**src/rtl/fetch_stage.sv**
```systemverilog
// Instruction-fetch stage with the F->D pipeline register.
// Keeps the fetch PC, issues one instruction-memory request at a time,
// drops responses made stale by an execute redirect, and feeds the
// decode register under stall/bubble control from the hazard unit.
module fetch_stage #(
  parameter logic [31:0] RESET_PC = 32'h8000_0000,
  parameter logic [31:0] NOP_INST = 32'h0000_0013
) (
  input  logic        clk,
  input  logic        rst_n,
  input  logic        execute_i_need_jump,
  input  logic [31:0] execute_jump_pc,
  input  logic        regD_stall,
  input  logic        regD_bubble,
  output logic        imem_req_valid,
  input  logic        imem_req_ready,
  output logic [31:0] imem_req_addr,
  input  logic        imem_resp_valid,
  input  logic [31:0] imem_resp_inst,
  output logic        decode_valid,
  output logic [31:0] decode_pc,
  output logic [31:0] decode_inst
);

  typedef enum logic [1:0] {
    S_REQ  = 2'd0,
    S_WAIT = 2'd1,
    S_HOLD = 2'd2
  } state_t;

  // Fetched instruction together with the address it came from.
  typedef struct packed {
    logic [31:0] pc;
    logic [31:0] inst;
  } fetch_pkt_t;

  state_t      state_q, state_d;
  logic [31:0] pc_q, pc_d;
  logic [31:0] req_pc_q, req_pc_d;
  logic        kill_q, kill_d;
  fetch_pkt_t  hold_q, hold_d;

  logic        dec_valid_q, dec_valid_d;
  logic [31:0] dec_pc_q, dec_pc_d;
  logic [31:0] dec_inst_q, dec_inst_d;

  // Instruction handed to the decode register this cycle, if any.
  logic        deliver;
  fetch_pkt_t  deliver_pkt;

  logic        may_load;
  logic        redirect;

  assign may_load = !regD_stall && !regD_bubble;
  assign redirect = execute_i_need_jump;

  // Request side decodes straight from state and pc; nothing goes out in reset.
  assign imem_req_valid = rst_n && (state_q == S_REQ);
  assign imem_req_addr  = pc_q;

  // Fetch FSM next-state: PC advance, redirect handling, stale-response kill.
  always_comb begin
    state_d     = state_q;
    pc_d        = pc_q;
    req_pc_d    = req_pc_q;
    kill_d      = kill_q;
    hold_d      = hold_q;
    deliver     = 1'b0;
    deliver_pkt = '{pc: req_pc_q, inst: imem_resp_inst};

    unique case (state_q)
      S_REQ: begin
        if (imem_req_ready) begin
          req_pc_d = pc_q;
          pc_d     = pc_q + 32'd4;
          state_d  = S_WAIT;
          // The request that just went out belongs to the old path.
          if (redirect) kill_d = 1'b1;
        end
        if (redirect) pc_d = execute_jump_pc;
      end

      S_WAIT: begin
        if (imem_resp_valid) begin
          state_d = S_REQ;
          if (redirect || kill_q) begin
            kill_d = 1'b0;
          end else if (may_load) begin
            deliver = 1'b1;
          end else begin
            // Decode cannot take it now; park it instead of losing it.
            hold_d  = '{pc: req_pc_q, inst: imem_resp_inst};
            state_d = S_HOLD;
          end
        end else if (redirect) begin
          kill_d = 1'b1;
        end
        if (redirect) pc_d = execute_jump_pc;
      end

      S_HOLD: begin
        deliver_pkt = hold_q;
        if (redirect) begin
          pc_d    = execute_jump_pc;
          state_d = S_REQ;
        end else if (may_load) begin
          deliver = 1'b1;
          state_d = S_REQ;
        end
      end

      default: begin
        state_d = S_REQ;
      end
    endcase
  end

  // Decode register: bubble beats stall, stall beats a new load.
  always_comb begin
    dec_valid_d = dec_valid_q;
    dec_pc_d    = dec_pc_q;
    dec_inst_d  = dec_inst_q;
    if (regD_bubble) begin
      dec_valid_d = 1'b0;
      dec_pc_d    = 32'd0;
      dec_inst_d  = NOP_INST;
    end else if (regD_stall) begin
      dec_valid_d = dec_valid_q;
    end else if (deliver) begin
      dec_valid_d = 1'b1;
      dec_pc_d    = deliver_pkt.pc;
      dec_inst_d  = deliver_pkt.inst;
    end else begin
      // Decode consumed its instruction; keep pc/inst for visibility.
      dec_valid_d = 1'b0;
    end
  end

  // State and pipeline registers with synchronous active-low reset.
  always_ff @(posedge clk) begin
    if (!rst_n) begin
      state_q     <= S_REQ;
      pc_q        <= RESET_PC;
      req_pc_q    <= RESET_PC;
      kill_q      <= 1'b0;
      hold_q      <= '0;
      dec_valid_q <= 1'b0;
      dec_pc_q    <= 32'd0;
      dec_inst_q  <= NOP_INST;
    end else begin
      state_q     <= state_d;
      pc_q        <= pc_d;
      req_pc_q    <= req_pc_d;
      kill_q      <= kill_d;
      hold_q      <= hold_d;
      dec_valid_q <= dec_valid_d;
      dec_pc_q    <= dec_pc_d;
      dec_inst_q  <= dec_inst_d;
    end
  end

  assign decode_valid = dec_valid_q;
  assign decode_pc    = dec_pc_q;
  assign decode_inst  = dec_inst_q;

endmodule

```
**config.mk**
```make
export PLATFORM = sky130hd
export DESIGN_NAME = fetch_stage
export DESIGN_NICKNAME = d
export VERILOG_FILES = /design/src/rtl/fetch_stage.sv
export SDC_FILE = /design/constraint.sdc
export NUM_CORES = 1
export LEC_CHECK = 0
export BUFFER_PORTS_ARGS = -buffer_cell sky130_fd_sc_hd__buf_2
export CORE_AREA = 2 2 133 135
export CTS_BUF_LIST = sky130_fd_sc_hd__clkbuf_8
export DETAILED_ROUTE_END_ITERATION = 8
export DIE_AREA = 0 0 135 137
export PLACE_DENSITY_LB_ADDON = 0.25
export SETUP_SLACK_MARGIN = 0.5
export SYNTH_ARGS = -nofsm -noshare
export SYNTH_HDL_FRONTEND = slang
export SYNTH_SLANG_ARGS = --single-unit
```
**constraint.sdc**
```tcl
create_clock -name clk -period 2.3 [get_ports clk]
set_input_delay 0.575 -clock clk [delete_from_list [all_inputs] [get_ports clk]]
set_output_delay 0.575 -clock clk [all_outputs]
set_load 0.03 [all_outputs]
```
==> results of run 1 <==
## worst max-delay path by stage
stage	slack [ns]	start	end
5_1_grt	0.27	state_q[1]	decode_pc[15]
2_1_floorplan	0.36	execute_i_need_jump	imem_req_addr[18]
3_5_place_dp	0.07	imem_req_ready	imem_req_addr[30]
3_3_place_gp	0.09	imem_req_ready	imem_req_addr[30]
6_report	0.36	state_q[0]	imem_req_addr[21]
4_1_cts	0.40	state_q[1]	imem_req_valid
## cells in the mapped netlist (2+ instances only)
cell type,n
a211o_1,3
a211oi_1,63
a21oi_1,112
a221oi_1,2
a22oi_1,7
a2bb2oi_1,2
a311oi_1,3
a31oi_1,5
and2_1,4
and3_1,8
and4_1,4
buf_1,12
buf_2,7
buf_6,2
clkbuf_1,58
dfxtp_1,196
ha_1,5
inv_1,7
mux2_2,2
mux2i_1,75
nand2_1,226
nand2b_1,2
nand3_1,24
nand3_2,2
nand4_1,10
nor2_1,94
nor2b_1,2
nor3_1,7
nor4_1,5
nor4b_1,2
o21a_1,2
o21ai_0,20
o221ai_1,2
o22ai_1,7
o31a_1,2
o31ai_1,2
or3_1,7
or4_1,2
## cells by family (layout without fill, tap and decap cells)
| family | after synthesis | count (layout) | synth area share |
|---|---|---|---|
| mux | 77 | 77 | 0.09246 |
| other cells | 0 | 1 | 0 |
| simple gates | 406 | 406 | 0.2093 |
| buf+inv | 87 | 301 | 0.04204 |
| compound gates | 242 | 242 | 0.1795 |
| fa+ha+maj | 5 | 5 | 0.007481 |
| flops | 196 | 196 | 0.4692 |
## state kept, by name (all words and copies together), names as in the netlist
signal         count
kill_q             1
decode_inst       32
state_q            2
imem_req_addr     32
hold_q            64
req_pc_q          32
decode_valid       1
decode_pc         32
## layout make-up
type | instances | area (sq um)
Inverter | 7 | 32.53
Timing Repair Buffer | 262 | 1922
Clock inverter | 14 | 161.4
Fill cell | 1418 | 5927
Tap cell | 225 | 281.5
Clock buffer | 18 | 247.7
Antenna cell | 1 | 2.502
Multi-Input combinational cell | 730 | 4516
Sequential cell | 196 | 3966
## report_power, final
| part | leakage (nW) | total [W] | internal [W] | switching, W |
|---|---|---|---|---|
| Clock | 0.213 | 0.00232 | 0.00110 | 0.00122 |
| Sequential | 1.60 | 0.00371 | 0.00354 | 0.000168 |
| Combinational | 2.33 | 0.00157 | 0.000648 | 0.000922 |
| Total | 4.15 | 0.00761 | 0.00529 | 0.00232 |
## stage by stage
step	total power (W)	hold slack, ns
global route	0.007898	0.3400
global placement	0.004956	0.4406
CTS	0.007399	0.3192
finish	0.007605	0.3366
detailed placement	0.004967	0.4463
floorplan	0.004554	0.4360
## worst max-delay path: cells and delay by family (launching register included)
kind | cells | cell delay (ns)
flip-flops | 1 | 0.37
adder cells (fa/ha/maj) | 1 | 0.26
buffers and inverters | 2 | 0.18
multiplexers | 1 | 0.29
AND/OR/NAND/NOR | 3 | 0.78
## metal layers
layer	track usage	up-vias
met4	0.07523	0
met5	0	-
met2	0.3801	377
li1	-	3950
met1	0.3545	3904
met3	0.04185	46
## repair_timing
| action | in CTS | in global routing |
|---|---|---|
| setup buffers | 22 | 21 |
| gates cloned | 2 | 11 |
| gates resized for setup | 55 | 78 |
| setup endpoints to repair | 102 | 145 |
| pin swaps | 15 | 28 |
| hold buffers | 0 | 0 |
==> metrics, run 1 <==
layout cells sized above 1 0.3211; ratio of total power to cell area 683.3 mW/mm^2; most common cell after layout, fill and taps aside nand2_1; worst hold stages 3; Min-Delay Path Class in -> reg; Slew HR 0.6306; gr usage total 0.2469; CTS tree done; PortBufs 168; CP max-delay cell or4_4; total congestion overflow 0; clk slew on worst S/H paths 0.10 ns; largest area contributor in the netlist dfxtp_1; Sinks on Clock Net 196; Worst Path Arrival 2.36 ns; worst-path fanout max 6; Seq/Total Area, Yosys 0.4692; Worst EP required 2.71 ns; Clock Path Buffers 2; Post-DP Area 0.009573 sq mm; met2 wire len 11970 microns; fin crit share 0.8449; top-area cell type share of the netlist area 0.4692; Post-synth EDFFs 0; first-pass GRT wire length 36690 microns; delay of the slowest critical-path stage 0.46 ns; vias per inst 5.696; largest net degree at the start of global routing 85; synth-to-layout area growth 33.08%; die height 137 microns; Metal-1 WL 11580 microns; starting DRC count in detailed routing 749; RSZ-0062 raised after global routing true; Placer Congestion 0.8962; reg2reg start state_q[0]; Cells after Synth 1013; Worst IR Drop VDD 0.3784 mV; root buf cell clkbuf_8; Max Used Layer met4; Skew-Pair Late Insertion Delay 0.47 ns; DRT antenna net count 0; Detail Placement HPWL 14420 microns; Clock Skew 0.01611 ns; outcome finished, final reports clean; Lkg Pwr 4.145 nW; I/O pins 169; Synth area leaders dfxtp_1 (47%), nand2_1 (10%), mux2i_1 (9.0%), a21oi_1 (6.7%), a211oi_1 (5.7%); die footprint 0.01850 sq mm; Routed WL 26050 microns; final non-filler cell total 1453; setup_tns 0 ns; met3 routed wirelength 2015 microns; initial antenna violation count 1; Final Slew Violations 0; H-Tree Depth 4; core area 0.01706 sq mm; DRT Pass-1 Iters 5; most frequent cells in the layout nand2_1 (223), dfxtp_1 (172), buf_2 (165), a21oi_1 (112), nor2_1 (84); FP Rows 48; CTS Buf Count 17; Post-synth ARST share 0; CP Launch Type flip-flop; Setup-failing EPs final 0; drt drc 0; Max-cap violations 0; crit path cell chain inv_4 -> ha_4 -> or2_4 -> buf_6 -> or4_4 -> mux2_4 -> nand3_2; setup ws final 0.3567 ns; Post-synth top flop dfxtp_1; Wirelength per Cell 17.92 microns; distinct cell type count after synthesis 56; reg-to-reg slack, setup 0.36 ns; placed cell count 1364; vias in the first global route 7046; Final Hold Violating Endpoints 0; Initial Utilization 0.4903; syn_nets 1089; Finished Cell Area 0.01113 sq mm; R2R Path End imem_req_addr[21]; flops & latches, synth 196; syn avg cell area 8.256 sq um; Crit. End Element flip-flop; Worst Hold Endpoint imem_req_addr[1]; fmax 0.5146 GHz; synth warn 0; hold_sp execute_jump_pc[1]; worst slack, placed 0.07371 ns; Setup CP Type reg -> reg; cell area after synthesis 0.008363 sq mm; Slew @ Worst Pin 0.5484 ns; die width 135 microns; Nets 1290; cell count of the worst reg-to-reg path 7; via count 8277; minimum clock period 1.943 ns; Util after Layout 0.6525
Power figures use the tool's default switching activity.
==> inputs of run 2 (changes only) <==
Clock period 2.3 ns to 1.6 ns, I/O delays scaled along.
==> run 2 against run 1 <==
Effect of this change: the flow now finishes with violations (negative setup slack); hold slack lost 0.17 ns; worst setup slack got worse by 0.73 ns; clock-buffer cell count grew 1; via count is 10% higher; sequential share of layout area is 5.6 points lower; combinational power is 100% higher; critical path type unchanged.
==> metrics, run 2 (synthesis gave the netlist of run 1 again) <==
outcome finished with violations; failing checks negative setup slack; Worst EP required 1.95 ns (-0.76 ns); Skew-Pair Late Insertion Delay 0.46 ns (about the same); Reg area 0.004045 sq mm (+2.0%); Setup CP Type reg -> reg; hold_ws 0.1699 ns (-0.1667 ns); I/O pins 169 (unchanged); die width 135 microns (unchanged); core area 0.01706 sq mm (unchanged); initial antenna violation count 0 (-1); Detail Placement HPWL 15880 microns (+10%); drt drc 0 (unchanged); RSZ-0062 raised after global routing true; Final Hold Violating Endpoints 0 (unchanged); PortBufs 168 (unchanged); most frequent cells in the layout nand2_1 (194), dfxtp_1 (145), buf_2 (117), buf_6 (113), buf_4 (96); CP Launch Type flip-flop; Antenna diodes 0 (-1); largest net degree at the start of global routing 61 (-28%); Crit. End Element flip-flop; Largest register FFs 64 (unchanged); total congestion overflow 0 (unchanged); CTS tree done; Slew HR 0.3679 (-0.2626); ratio of total power to cell area 861.9 mW/mm^2 (+26%); Post-CTS Hold Buffers 0 (unchanged); Routed WL 31140 microns (+20%); Min-Delay Path Class in -> reg; Finished Cell Area 0.01349 sq mm (+21%); via count 9119 (+10%); Worst IR Drop VDD 0.6220 mV (+64%); most common cell after layout, fill and taps aside nand2_1; die height 137 microns (unchanged); root buf cell clkbuf_8; fin crit share 1.233 (+0.3881); die footprint 0.01850 sq mm (unchanged); Clock Skew 0.01862 ns (+0.002517 ns); setup ws final -0.3728 ns (-0.7296 ns); reg2reg start state_q[1]; synth-to-layout area growth 61.27%; Fillers 1025 (-28%); Nets 1413 (+9.5%); Worst Path Arrival 2.32 ns (-0.04 ns); vias in the first global route 7173 (+1.8%); H-Tree Depth 4 (unchanged); worst setup path startpoint state_q[1]; footprint of the multi-input gates 0.005005 sq mm (+11%); Lkg Pwr 5.176 nW (+25%); worst slack, placed -0.3318 ns (-0.4055 ns); vias per inst 5.790 (+1.6%); worst-path fanout max 5 (-1); Placer Congestion 0.9541 (+6.5%); Sinks on Clock Net 196 (unchanged); starting DRC count in detailed routing 569 (-24%); DRT antenna net count 0 (unchanged); layout cells sized above 1 0.4770 (+0.1559); first-pass GRT wire length 36110 microns (-1.6%); setup_tns -40.50 ns (-40.50 ns); CTS Buf Count 17 (unchanged); Initial Utilization 0.4903 (unchanged); placed cell count 1442 (+5.7%); Slew @ Worst Pin 0.9446 ns (+0.3963 ns); Post-DP Area 0.01038 sq mm (+8.4%); clk slew on worst S/H paths 0.10 ns (about the same); register with the most flip-flops hold_q; fmax 0.5069 GHz (-1.5%); FP Rows 48 (unchanged); Wirelength per Cell 19.77 microns (+10%); final non-filler cell total 1575 (+8.4%); Max-cap violations 0 (unchanged); gr usage total 0.2431 (-0.003735); DRT Pass-1 Iters 6 (+1); hold_sp execute_jump_pc[0]; minimum clock period 1.973 ns (+0.02955 ns); Setup-failing EPs final 164 (+164); Clock Path Buffers 2 (unchanged); Final Slew Violations 0 (unchanged)
-- run 2: path summary, 6_finish.rpt --
kind	end	slack [ns]	cells past startpoint
max reg2reg	decode_inst[19]	-0.37	8
min	imem_req_addr[0]	0.17	3
min reg2reg	hold_q[42]	0.46	2
max	decode_inst[19]	-0.37	8
-- run 2: routing by layer --
metal,track usage,vias to the layer above,part of all wire,wire length [microns]
li1,-,4211,-,-
met1,0.3473,4286,0.40,12380
met2,0.3773,514,0.48,14850
met3,0.04185,108,0.083,2580
met4,0.07234,0,0.043,1332
met5,0,-,0,0
-- run 2: final cells by class --
class	count	share of cell area
Timing Repair Buffer	382	0.2788
Sequential cell	196	0.2999
Clock inverter	13	0.007886
Multi-Input combinational cell	733	0.3711
Clock buffer	19	0.01939
Tap cell	225	0.02087
Inverter	7	0.002041
-- run 2: power by group --
part | switching [W] | internal, W | total (W)
Clock | 0.00178 | 0.00132 | 0.00310
Combinational | 0.00166 | 0.00155 | 0.00321
Sequential | 0.000215 | 0.00510 | 0.00531
-- run 2: per-stage QoR --
step | power, W | utilization
6_report | 0.01162 | 0.7907
5_1_grt | 0.01202 | 0.7907
4_1_cts | 0.01065 | 0.6447
3_5_place_dp | 0.007487 | 0.6086
3_3_place_gp | 0.007460 | 0.6086
2_1_floorplan | 0.006673 | -
-- run 2: what timing repair did --
item | 4_1_cts | 5_1_grt
endpoints found under the setup margin | 294 | 294
gates resized for setup | 49 | 424
pin swaps | 10 | 67
setup buffers | 11 | 48
gates cloned | 2 | 40
-- run 2: worst max-delay path, cell delays in order, from the launching register on --
cell and delay (ns):
dfxtp_2 0.36, inv_2 0.06, ha_4 0.28, nor4b_4 0.34, buf_4 0.20, o21a_4 0.22
buf_6 0.17, clkbuf_16 0.15, a211oi_1 0.07
==> inputs of run 3 (changes only) <==
==> constraint.sdc (replaced) <==
create_clock -name clk -period 1.6 [get_ports clk]
set_input_delay 0.32 -clock clk [delete_from_list [all_inputs] [get_ports clk]]
set_output_delay 0.32 -clock clk [all_outputs]
set_load 0.03 [all_outputs]
==> run 3 against run 2 <==
Effect of this change: the flow still finishes with violations (negative setup slack); via count decreased by 2.1%; die area unchanged; sequential cell count unchanged; first-iteration DRC count increased by 5.4%; final area decreased by 5.0%; critical path type unchanged; combinational power decreased by 6%; critical endpoint is now decode_pc[29]; hold slack got worse by 0.085 ns; non-clock buffer count decreased by 22; sequential share of layout area increased by 1.1 points; cell count decreased by 1.4%; clock-buffer cell count decreased by 1.
==> metrics, run 3 (synthesis gave the netlist of run 1 again) <==
switching pwr 0.003628 W (-0.89%); PortBufs 168 (unchanged); Sinks on Clock Net 196 (unchanged); Detail Placement HPWL 15530 microns (-2.2%); Post-CTS Hold Buffers 0 (unchanged); drt drc 0 (unchanged); Slew @ Worst Pin 0.5292 ns (-0.4154 ns); CTS tree done; clk slew on worst S/H paths 0.10 ns (about the same); most common cell after layout, fill and taps aside nand2_1; internal power 0.008444 W (+6.0%); delay of the slowest critical-path stage 0.38 ns (+0.02 ns); Setup-failing EPs final 153 (-6.7%); die width 135 microns (unchanged); fin crit share 1.247 (+0.01442); outcome finished with violations; initial antenna violation count 2 (+2); Skew-Pair Late Insertion Delay 0.47 ns (about the same); FP Rows 48 (unchanged); Design Power 0.01207 W (+3.8%); CTS Buf Count 17 (unchanged); Post-DP Area 0.01036 sq mm (-0.17%); setup ws final -0.3959 ns (-0.02307 ns); DRT Pass-1 Iters 5 (-1); Largest register FFs 64 (unchanged); CP max-delay cell dfxtp_2; switching part of the total 0.3005 (-0.01438); Worst EP required 1.96 ns (about the same); footprint of the multi-input gates 0.004808 sq mm (-3.9%); Finished Cell Area 0.01281 sq mm (-5.0%); worst-path fanout max 12 (+7); Final Hold Violating Endpoints 0 (unchanged); failing checks negative setup slack; Slew HR 0.6459 (+0.2780); via count 8929 (-2.1%); Reg area 0.003988 sq mm (-1.4%); minimum clock period 1.996 ns (+0.02307 ns); vias per inst 5.750 (-0.70%); vias in the first global route 7742 (+7.9%); total congestion overflow 0 (unchanged); gr usage total 0.2650 (+0.02188); Min-Delay Path Class in -> reg; part of the power in the clock network 0.311 (+0.044); fmax 0.5010 GHz (-1.2%); starting DRC count in detailed routing 600 (+5.4%); register with the most flip-flops hold_q; Initial Utilization 0.4903 (unchanged); H-Tree Depth 4 (unchanged); Wirelength per Cell 18.72 microns (-5.3%); Nets 1390 (-1.6%); Worst Path Arrival 2.35 ns (+0.03 ns); WP buf/inv 3 (-1); Routed WL 29070 microns (-6.6%); Worst IR Drop VDD 0.5919 mV (-4.8%); largest net degree at the start of global routing 84 (+38%); die footprint 0.01850 sq mm (unchanged); Clock Path Buffers 2 (unchanged); CP Launch Type flip-flop; Placer Congestion 0.9393 (-1.6%); part of the power in registers 0.439 (-0.018); Crit. End Element flip-flop; most frequent cells in the layout nand2_1 (204), dfxtp_1 (171), buf_2 (154), buf_4 (103), nor2_1 (84); Max-cap violations 0 (unchanged); synth-to-layout area growth 53.20%; first-pass GRT wire length 39130 microns (+8.4%); core area 0.01706 sq mm (unchanged); Final Slew Violations 0 (unchanged); I/O pins 169 (unchanged); Clock Skew 0.01555 ns (-0.003074 ns); layout cells sized above 1 0.4213 (-0.05579); crit path cell chain inv_2 -> ha_4 -> buf_6 -> nor4b_4 -> o21a_4 -> buf_8 -> nor2_1 -> a211oi_1; RSZ-0062 raised after global routing true; die height 137 microns (unchanged); Setup CP Type reg -> reg; ratio of total power to cell area 942.2 mW/mm^2 (+9.3%); root buf cell clkbuf_8; Lkg Pwr 4.894 nW (-5.4%); Top delay family on crit path compound AO/OA/AOI/OAI gates; DRT antenna net count 0 (unchanged); Fillers 1175 (+15%); Gate power share 0.250 (-0.026)
-- run 3: changes by cell type in the layout (fill, tap and decap cells not counted), moves of 9 or more --
cell	change
a211oi_2	-15
nor2_1	+23
nand2_1	+10
buf_2	+37
buf_6	-60
buf_16	+9
nor2_2	-18
clkbuf_16	-11
a21oi_1	-11
dfxtp_4	-10
a211oi_1	+15
a21oi_2	+11
dfxtp_2	-16
dfxtp_1	+26
-- run 3: worst paths after layout --
| path | start | end | slack (ns) | cells past startpoint |
|---|---|---|---|---|
| min reg2reg | hold_q[46] | hold_q[46] | 0.46 | 2 |
| max | state_q[0] | decode_pc[29] | -0.40 | 8 |
| min | execute_jump_pc[0] | imem_req_addr[0] | 0.09 | 3 |
| max reg2reg | state_q[0] | decode_pc[29] | -0.40 | 8 |
-- run 3: timing repair --
item,4_1_cts,5_1_grt
buffers inserted,17,29
pin swaps,35,32
endpoints found under the setup margin,294,294
resized for setup,85,170
cloned,15,18
-- run 3: final cells by class --
type	count	share of cell area
multi-input combinational	732	0.3753
clock buffer	18	0.01934
tap	225	0.02197
clock inverter	14	0.01758
timing repair buffer	360	0.2522
antenna	1	0.0001953
inverter	7	0.002148
sequential	196	0.3112
-- run 3: power groups by stage --
stage          Clock [W]  Combinational, W  Sequential [W]
5_1_grt          0.00398           0.00320         0.00532
4_1_cts          0.00377           0.00242         0.00528
2_1_floorplan          0           0.00108         0.00560
3_5_place_dp           0           0.00209         0.00539
6_report         0.00375           0.00302         0.00530
3_3_place_gp           0           0.00208         0.00538
-- run 3: through the flow --
stage / setup slack, ns / setup TNS, ns / hold WS [ns] / instances / util
after floorplan: -0.3009 / -10.40 / 0.4297 / 1013 / -
after global placement: -0.3243 / -17.84 / 0.4408 / 1441 / 0.6076
after detailed placement: -0.3316 / -23.42 / 0.4459 / 1441 / 0.6076
after CTS: -0.3081 / -23.17 / 0.06808 / 1505 / 0.6787
after global routing: -0.5014 / -43.75 / 0.07471 / 1553 / 0.7512
final: -0.3959 / -30.72 / 0.08532 / 1553 / 0.7512
-- run 3: worst min-delay path, stage by stage --
cell and delay (ns):
buf_2 0.07, mux2i_1 0.05, nor2_1 0.07
-- run 3: layer usage --
layer / vias to the layer above / global-route usage / routed length (microns)
li1: 4176 / - / -
met2: 443 / 0.4281 / 13810
met4: 2 / 0.08970 / 949
met1: 4221 / 0.3592 / 11950
met5: - / 0 / 13
met3: 87 / 0.04741 / 2352
